[src/rtl/g4_prbs_os_sequencer.sv]
// Gen4 PRBS11 ordered-set sequencer: arms both lane senders, counts OS boundaries to a target, flags skew/stall.
// Optional macro G4_LANE_SKEW_CHECK_EN: require lane 1 to pulse with lane 0 (mismatch gives err_code 01).
//
// state | meaning
// IDLE  | waiting for start
// ARM   | one cycle with prbs_en low so both senders reload their seeds
// SEND  | senders enabled, counting ordered sets, watching gap and skew
// DONE  | one-cycle completion pulse
// ERR   | skew or stall detected, held until err_clr

module g4_prbs_os_sequencer #(
  parameter int CNT_W          = 8,
  parameter int TIMEOUT_CYCLES = 1024
) (
  input  logic             clk,
  input  logic             reset,
  input  logic             start,
  input  logic             abort,
  input  logic             err_clr,
  input  logic [CNT_W-1:0] os_target,
  input  logic             os_sent_l0,
  input  logic             os_sent_l1,
  output logic             prbs_en,
  output logic             busy,
  output logic             done,
  output logic             err,
  output logic [1:0]       err_code,
  output logic [CNT_W-1:0] os_count
);

  localparam int GAP_W = $clog2(TIMEOUT_CYCLES) + 1;
  localparam logic [GAP_W-1:0] GAP_LAST = GAP_W'(TIMEOUT_CYCLES - 1);

  typedef enum logic [2:0] {
    S_IDLE = 3'd0,
    S_ARM  = 3'd1,
    S_SEND = 3'd2,
    S_DONE = 3'd3,
    S_ERR  = 3'd4
  } state_t;

  state_t           state_q, state_d;
  logic [CNT_W-1:0] target_q, target_d;
  logic [CNT_W-1:0] count_q, count_d;
  logic [GAP_W-1:0] gap_q, gap_d;
  logic [1:0]       err_code_q, err_code_d;
  logic             prbs_en_q, prbs_en_d;
  logic             busy_q, busy_d;
  logic             done_q, done_d;
  logic             err_q, err_d;
  logic [CNT_W-1:0] count_inc;
  logic             os_both;
  logic             os_skew;

`ifdef G4_LANE_SKEW_CHECK_EN
  assign os_both = os_sent_l0 & os_sent_l1;
  assign os_skew = os_sent_l0 ^ os_sent_l1;
`else
  // Lane 1 is not consulted in this build; the port is kept so instances match.
  logic unused_l1;
  assign unused_l1 = os_sent_l1;
  assign os_both   = os_sent_l0;
  assign os_skew   = 1'b0;
`endif

  always_comb begin
    state_d    = state_q;
    target_d   = target_q;
    count_d    = count_q;
    gap_d      = gap_q;
    err_code_d = err_code_q;
    count_inc  = count_q + 1'b1;

    case (state_q)
      S_IDLE: begin
        if (start) begin
          target_d = os_target;
          count_d  = '0;
          gap_d    = '0;
          state_d  = S_ARM;
        end
      end
      S_ARM: begin
        state_d = (target_q == '0) ? S_DONE : S_SEND;
      end
      S_SEND: begin
        if (os_skew) begin
          gap_d      = '0;
          err_code_d = 2'b01;
          state_d    = S_ERR;
        end else if (os_both) begin
          gap_d   = '0;
          count_d = count_inc;
          if (count_inc == target_q) state_d = S_DONE;
        end else if (gap_q == GAP_LAST) begin
          err_code_d = 2'b10;
          state_d    = S_ERR;
        end else begin
          gap_d = gap_q + 1'b1;
        end
      end
      S_DONE: begin
        state_d = S_IDLE;
      end
      S_ERR: begin
        if (err_clr) begin
          err_code_d = 2'b00;
          state_d    = S_IDLE;
        end
      end
      default: begin
        state_d = S_IDLE;
      end
    endcase

    // Abort wins over completion and error detection, and leaves the count where it was.
    if (abort && (state_q == S_ARM || state_q == S_SEND || state_q == S_DONE)) begin
      state_d    = S_IDLE;
      count_d    = count_q;
      gap_d      = gap_q;
      err_code_d = err_code_q;
    end

    prbs_en_d = (state_d == S_SEND);
    busy_d    = (state_d == S_ARM) || (state_d == S_SEND);
    done_d    = (state_d == S_DONE);
    err_d     = (state_d == S_ERR);
  end

  always_ff @(posedge clk or posedge reset) begin
    if (reset) begin
      state_q    <= S_IDLE;
      target_q   <= '0;
      count_q    <= '0;
      gap_q      <= '0;
      err_code_q <= 2'b00;
      prbs_en_q  <= 1'b0;
      busy_q     <= 1'b0;
      done_q     <= 1'b0;
      err_q      <= 1'b0;
    end else begin
      state_q    <= state_d;
      target_q   <= target_d;
      count_q    <= count_d;
      gap_q      <= gap_d;
      err_code_q <= err_code_d;
      prbs_en_q  <= prbs_en_d;
      busy_q     <= busy_d;
      done_q     <= done_d;
      err_q      <= err_d;
    end
  end

  assign prbs_en  = prbs_en_q;
  assign busy     = busy_q;
  assign done     = done_q;
  assign err      = err_q;
  assign err_code = err_code_q;
  assign os_count = count_q;

endmodule

[config.mk]
export PLATFORM = sky130hd
export DESIGN_NAME = g4_prbs_os_sequencer
export DESIGN_NICKNAME = d
export VERILOG_FILES = /design/src/rtl/g4_prbs_os_sequencer.sv
export SDC_FILE = /design/constraint.sdc
export NUM_CORES = 1
export LEC_CHECK = 0
export ABC_AREA = 1
export CAP_MARGIN = 0
export CELL_PAD_IN_SITES_DETAIL_PLACEMENT = 0
export CELL_PAD_IN_SITES_GLOBAL_PLACEMENT = 1
export CORE_MARGIN = 2
export CORE_UTILIZATION = 43
export DETAILED_ROUTE_END_ITERATION = 10
export PLACE_DENSITY = 0.87
export SKIP_CTS_REPAIR_TIMING = 1
export SYNTH_ARGS = -nofsm -noshare
export SYNTH_HDL_FRONTEND = slang
export SYNTH_SLANG_ARGS = --single-unit
[constraint.sdc]
create_clock -name clk -period 3.7 [get_ports clk]
set_clock_uncertainty 0.2 [all_clocks]
set_input_delay 0.555 -clock clk [delete_from_list [all_inputs] [get_ports clk]]
set_output_delay 0.555 -clock clk [all_outputs]
set_load 0.05 [all_outputs]
# After elaboration in Yosys (flattened, before gate mapping)
# Cells that the tools add are included.
dict set report classes {
  eq_ne 16
  muxes 19
  reduce_logical 12
  bitwise 1
  addsub 2
}
# cell count
set op_table {}
lappend op_table {{11-bit two-way mux} 3}
lappend op_table {{11-bit case mux with 2 select lines} 1}
lappend op_table {{3-bit two-way mux} 6}
lappend op_table {{8-bit two-way mux} 2}
lappend op_table {{8-bit case mux with 2 select lines} 1}
lappend op_table {{3-bit by 2-bit == test with 1-bit output, second input constant} 4}
lappend op_table {{3-bit case mux with 4 select lines} 1}
lappend op_table {{11-bit by 1-bit adder with 11-bit output, second input constant} 1}
lappend op_table {{11-bit by 10-bit == test with 1-bit output, second input constant} 1}
lappend op_table {{2-bit inequality test, second input constant} 5}
lappend op_table {{8-bit by 1-bit adder with 8-bit output, second input constant} 1}
lappend op_table {{8-bit == test} 1}
lappend op_table {{8-bit zero test} 1}
lappend op_table {{4-bit AND reduction} 2}
lappend op_table {{3-bit by 1-bit == test with 1-bit output, second input constant} 2}
lappend op_table {{3-bit == test, second input constant} 2}
lappend op_table {{2-bit two-way mux} 3}
lappend op_table {{5-bit AND reduction} 1}
lappend op_table {{2-bit case mux with 2 select lines} 1}
lappend op_table {{2-bit nonzero test} 2}
lappend op_table {{3-bit zero test} 1}
lappend op_table {{1-bit logical OR} 3}
lappend op_table {{3-bit inequality test, second input constant} 1}
lappend op_table {{2-bit AND reduction} 1}
lappend op_table {{3 further kinds} 3}
dict set report totals {
  in_bits 15
  output_inout_bits 14
  register_bits 36
  elab_cells 59
}

# Longest topological paths before layout
dict set report logic_depth {
  ltp_word 8
  mapped_depth 12
  ltp_nobuf 12
}

# Worst setup path before layout
# No wires, ideal clock.
dict set report synth_path {
  path_type {reg2reg}
  from {register count_q[1] (netlist: os_count[1])}
  to {register busy_q (netlist: busy)}
  t_arrival_ns 1.764
  setup_ns 0.119
  n_path_buf 0
  path_stages_with_launch 11
  required_time_ns 3.381
  synth_period_minus_slack_ns 2.083
  setup_slack_ns 1.617
  cell_sequence {dfrtp_1 > ha_1 > nand3_1 > o21ai_0 > nand2_1 > nand2_1 > nand3_1 > nor2_1 > nand3_1 > nand3_1 > nand2_1}
}
dict set report synth_via {
  elab_chain_cells 8
  elab_cells_between_ends 9
  cone_classes {add/sub: 1; eq/ne: 3; mux: 4; reduce/logical: 1}
}
# element line
set synth_rtl {}
lappend synth_rtl {{start, declared} 44} ;# logic [CNT_W-1:0] count_q, count_d;
lappend synth_rtl {{start signal, assigned} 144} ;# count_q <= count_d;
lappend synth_rtl {{8-bit by 1-bit adder with 8-bit output *} 72} ;# count_inc = count_q + 1'b1;
lappend synth_rtl {{8-bit == test *} 94} ;# if (count_inc == target_q) state_d = S_DONE;
lappend synth_rtl {{3-bit two-way mux *} 94}
lappend synth_rtl {{3-bit two-way mux *} 91} ;# end else if (os_both) begin
lappend synth_rtl {{3-bit case mux with 4 select lines *} 74} ;# case (state_q)
lappend synth_rtl {{3-bit two-way mux *} 117} ;# if (abort && (state_q == S_ARM || state_q == S_SEND || state_q == S_DONE)) begin
lappend synth_rtl {{3-bit by 1-bit == test with 1-bit output / 3-bit by 2-bit == test with 1-bit output (equally long branches)} 125} ;# busy_d = (state_d == S_ARM) || (state_d == S_SEND);
lappend synth_rtl {{1-bit logical OR *} 125}
lappend synth_rtl {{via busy_d} 48} ;# logic busy_q, busy_d;
lappend synth_rtl {{end signal, assigned} 148} ;# busy_q <= busy_d;
lappend synth_rtl {{end, declared} 48}
# The timed path passes the listed nets; every way through them passes the cells marked *.
# A chain may end at the register's enable or synchronous reset.

# Final worst setup path
dict set report layout_path {
  from {register count_q[2] (netlist: os_count[2])}
  to {output port os_count[2]}
}
# element line
set layout_rtl {}
lappend layout_rtl {{end, declared} 28} ;# output logic [CNT_W-1:0] os_count
# No word-level cell between the ends.

==> impl.org <==
** Status
- The flow ran to the end, and the final reports show no timing, DRC or antenna violations.

** Clock network
- Number of buffers created by CTS :: 5
- After clock tree synthesis, the clock-pin slew on the worst setup and hold paths is 0.08 ns.
- Number of levels the H-tree was split into :: 2
- TritonCTS built the clock tree.
- Clock root buffer :: sky130_fd_sc_hd__clkbuf_8
- Clock sink count :: 35
- Counting along the longest clock path gives a buffer depth of 2.
- The later pin in the worst-skew pair is clocked with a latency of 0.29 ns.

** Power and ir drop
- Net switching power of the design :: 635 uW
- The analysis attributes to cell leakage a power of 1.10 nW.
- Total internal power :: 929 uW
- Fraction of power spent switching nets :: 40.6%
- Per report_power, the combinational group accounts for around two fifths of the total.
- The design draws 1.56 mW.
- Relative contribution of sequential cells to total power :: 33.7%
- Across the VDD grid, the largest voltage drop is roughly 0.26 mV.
- Ratio of total power to cell area :: 638 nW/um2
- Part of the power in the clock network :: 26.4%

** STA
- Final worst slack :: 1.35 ns
- Total count of hold-check failures in the final report :: 0
- Sum Neg Setup Slack :: 0 ns
- Final Max Slew Viols :: 0
- Static timing analysis puts the maximum clock frequency at roughly 0.43 GHz.
- Setup repair after global routing left no endpoint under its margin.
- Count of endpoints failing setup in the final report :: 0
- Tmin final :: 2.35 ns
- The final critical path takes up 63.4% of the cycle.

** Final layout
- Total inserted antenna cells :: 0
- Fraction of layout cells with a size suffix above 1 :: 12.1%
- The count of cells in the finished layout, fillers not included, comes to 341.
- Area of combinational cells with multiple inputs :: around 950 um2
- In the layout the commonest cells are sky130_fd_sc_hd__nand2_1, sky130_fd_sc_hd__inv_1, sky130_fd_sc_hd__dfrtp_1.
- Fillcell total :: 440
- Sequential standard cell area :: slightly below 900 um2
- Commonest non-fill, non-tap cell in the layout :: sky130_fd_sc_hd__nand2_1
- Cells fill 55.2% of the core in the end.
- Compared with the post-synthesis result, the final layout area differs by 22.0%.
- Number of nets in the final layout :: 305

** Synth
- In the synthesized netlist, the number of instances is 257.
- In this run the biggest area consumer among cell types represents 43.6% of the synthesized area.
- Ranked by total cell area, the synthesized netlist is headed by sky130_fd_sc_hd__dfrtp_1, sky130_fd_sc_hd__nand2_1, sky130_fd_sc_hd__inv_1.
- Portion of the post-synthesis area used by sequential elements :: 43.6%
- In this run the mean area of a mapped cell was 7.82 um2.
- The synthesized netlist occupies a cell area of 2010 um2.
- Counting every net in the synthesized netlist gives around 270.
- During synthesis, Yosys emitted a total of 0 warnings.
- Yosys mapped the design onto 30 distinct sky130hd cell types.
- The synthesized design spends more area on one cell type than any other, namely sky130_fd_sc_hd__dfrtp_1.
- Flop and latch count out of synthesis :: 35

** Die
- Height of the die :: 72.4 um
- The initial utilization of the core area, before any placement, comes to a little under half.
- Area of the core region :: 4440 um2
- The initialized floorplan defines 24 standard-cell rows.
- The floorplan step set the die width to 72.4 um.
- Number of ports placed on the die boundary :: 29
- Overall die area :: 5240 um2

** Drt
- After detailed routing, the number of vias per cell comes to 4.91.
- Detailed-route via count :: 1673
- The count of nets left with antenna violations once routing finished came out at 0.
- Count of unresolved DRC violations after routing :: 0
- Number of DRC markers in iteration 0 :: 69
- In the final routed layout, each cell accounts on average for 11.8 um.
- The routed design has 4020 um of wire.
- The first detailed-routing pass took 4 iterations.

** Placed design
- Port-buffer cells :: 26
- Worst slack at placement :: around 1.1 ns
- After legalization and detailed placement, the total HPWL measured 3030 um.
- Gpl congestion :: ~0.84
- Inst Count DP :: about 330

** Worst setup path
- The critical path goes through clkdlybuf4s50_1.
- Critical-path maximum fanout :: 7
- Worst setup path category :: reg2out
- For the worst setup path, the data arrival time is 1.59 ns.
- Critical path launch point type :: flop
- Launch instance of the worst register-to-register path :: state_q[2]
- Highest cell delay on the worst timing path :: 0.84 ns
- The kind of cell with the highest combined delay along the critical path is buffers and inverters.
- Data on the critical path is required at its endpoint by 2.94 ns.
- Buf/Inv on CP :: 1
- The most critical setup path has its startpoint at os_count[2].
- CP endpoint kind :: output port
- Worst path slowest cell :: sky130_fd_sc_hd__clkdlybuf4s50_1

** Hold path
- The startpoint identified for the worst hold timing path is err_code[1].
- Worst hold path type :: reg2reg

** Global route
- Largest net degree at the start of global routing :: 36
- The initial antenna violation count is 0.
- Global routing finished with a remaining overflow of 0.
- The first global-routing pass estimated 7150 um of wire.
- Total track usage :: 17.7%
- Via count of the first global-routing pass :: 1582

** Run
- Number of maximum-capacitance violations :: 0
-- cells in the mapped netlist (all sizes together) --
cell	instances
nand2	68
inv	41
dfrtp	35
nand3	26
nor2	26
o21ai	19
a21oi	10
nor3	7
xor2	7
o22ai	5
nand4	4
buf	2
ha	2
clkbuf	1
clkinv	1
conb	1
nor3b	1
or2	1
-- kinds of logic (layout without fill, tap and decap cells) --
group                    Yosys count  in the layout  synth area share [%]
AO/OA/AOI/OAI                     34             34                  10.6
other                              1              1                 0.187
buffers and inverters             45             77                  9.15
flip-flops                        35             35                  43.6
adder cells (fa/ha/maj)            2              2                  1.24
XOR/XNOR                           7              7                  3.05
AND/OR/NAND/NOR                  133            133                  32.2
-- per-stage QoR --
stage / cell area, um2 / hold WS, ns
floorplan: 2010 / 0.257
global placement: 2320 / 0.278
detailed placement: 2320 / 0.286
CTS: 2450 / 0.303
global route: 2450 / 0.347
finish: 2450 / 0.290
-- layout make-up --
type / instances / area share [%]
clock buffers: 6 / 2.96
clock inverters: 2 / 2.45
inverters: 42 / 6.58
multi-input cells: 177 / 38.8
flip-flops and latches: 35 / 35.7
well taps: 52 / 2.65
repair buffers: 27 / 10.9
-- final timing paths --
kind                       cells past startpoint     endpoint  slack [ns]
setup / recovery                               1  os_count[2]        1.35
hold / removal                                 2  err_code[1]        0.29
setup reg to reg                               8    gap_q[10]        1.59
hold reg to reg                                2  err_code[1]        0.29
max in group asynchronous                      3  target_q[1]        2.53
min in group asynchronous                      3         done        0.46
-- registers in the layout, indices dropped and copies added, names as in the netlist --
| name | flops |
|---|---|
| done | 1 |
| gap_q | 11 |
| state_q | 3 |
| err | 1 |
| err_code | 1 |
| target_q | 8 |
| busy | 1 |
| os_count | 8 |
| prbs_en | 1 |
-- power by group through the flow --
| stage | registers, mW | logic (mW) | clock network, mW |
|---|---|---|---|
| 5_1_grt | 0.539 | 0.696 | 0.435 |
| 4_1_cts | 0.528 | 0.633 | 0.421 |
| 2_1_floorplan | 0.637 | 0.362 | 0 |
| 3_5_place_dp | 0.536 | 0.630 | 0 |
| 3_3_place_gp | 0.533 | 0.627 | 0 |
| 6_report | 0.528 | 0.624 | 0.412 |
-- metal layers --
layer	up-vias	track usage [%]	wire, um
met1	754	22.1	1880
met2	31	30.5	1940
met3	8	4.03	136
met4	0	5.35	61
li1	880	-	-
met5	-	0	0
Power figures use the tool's default switching activity.
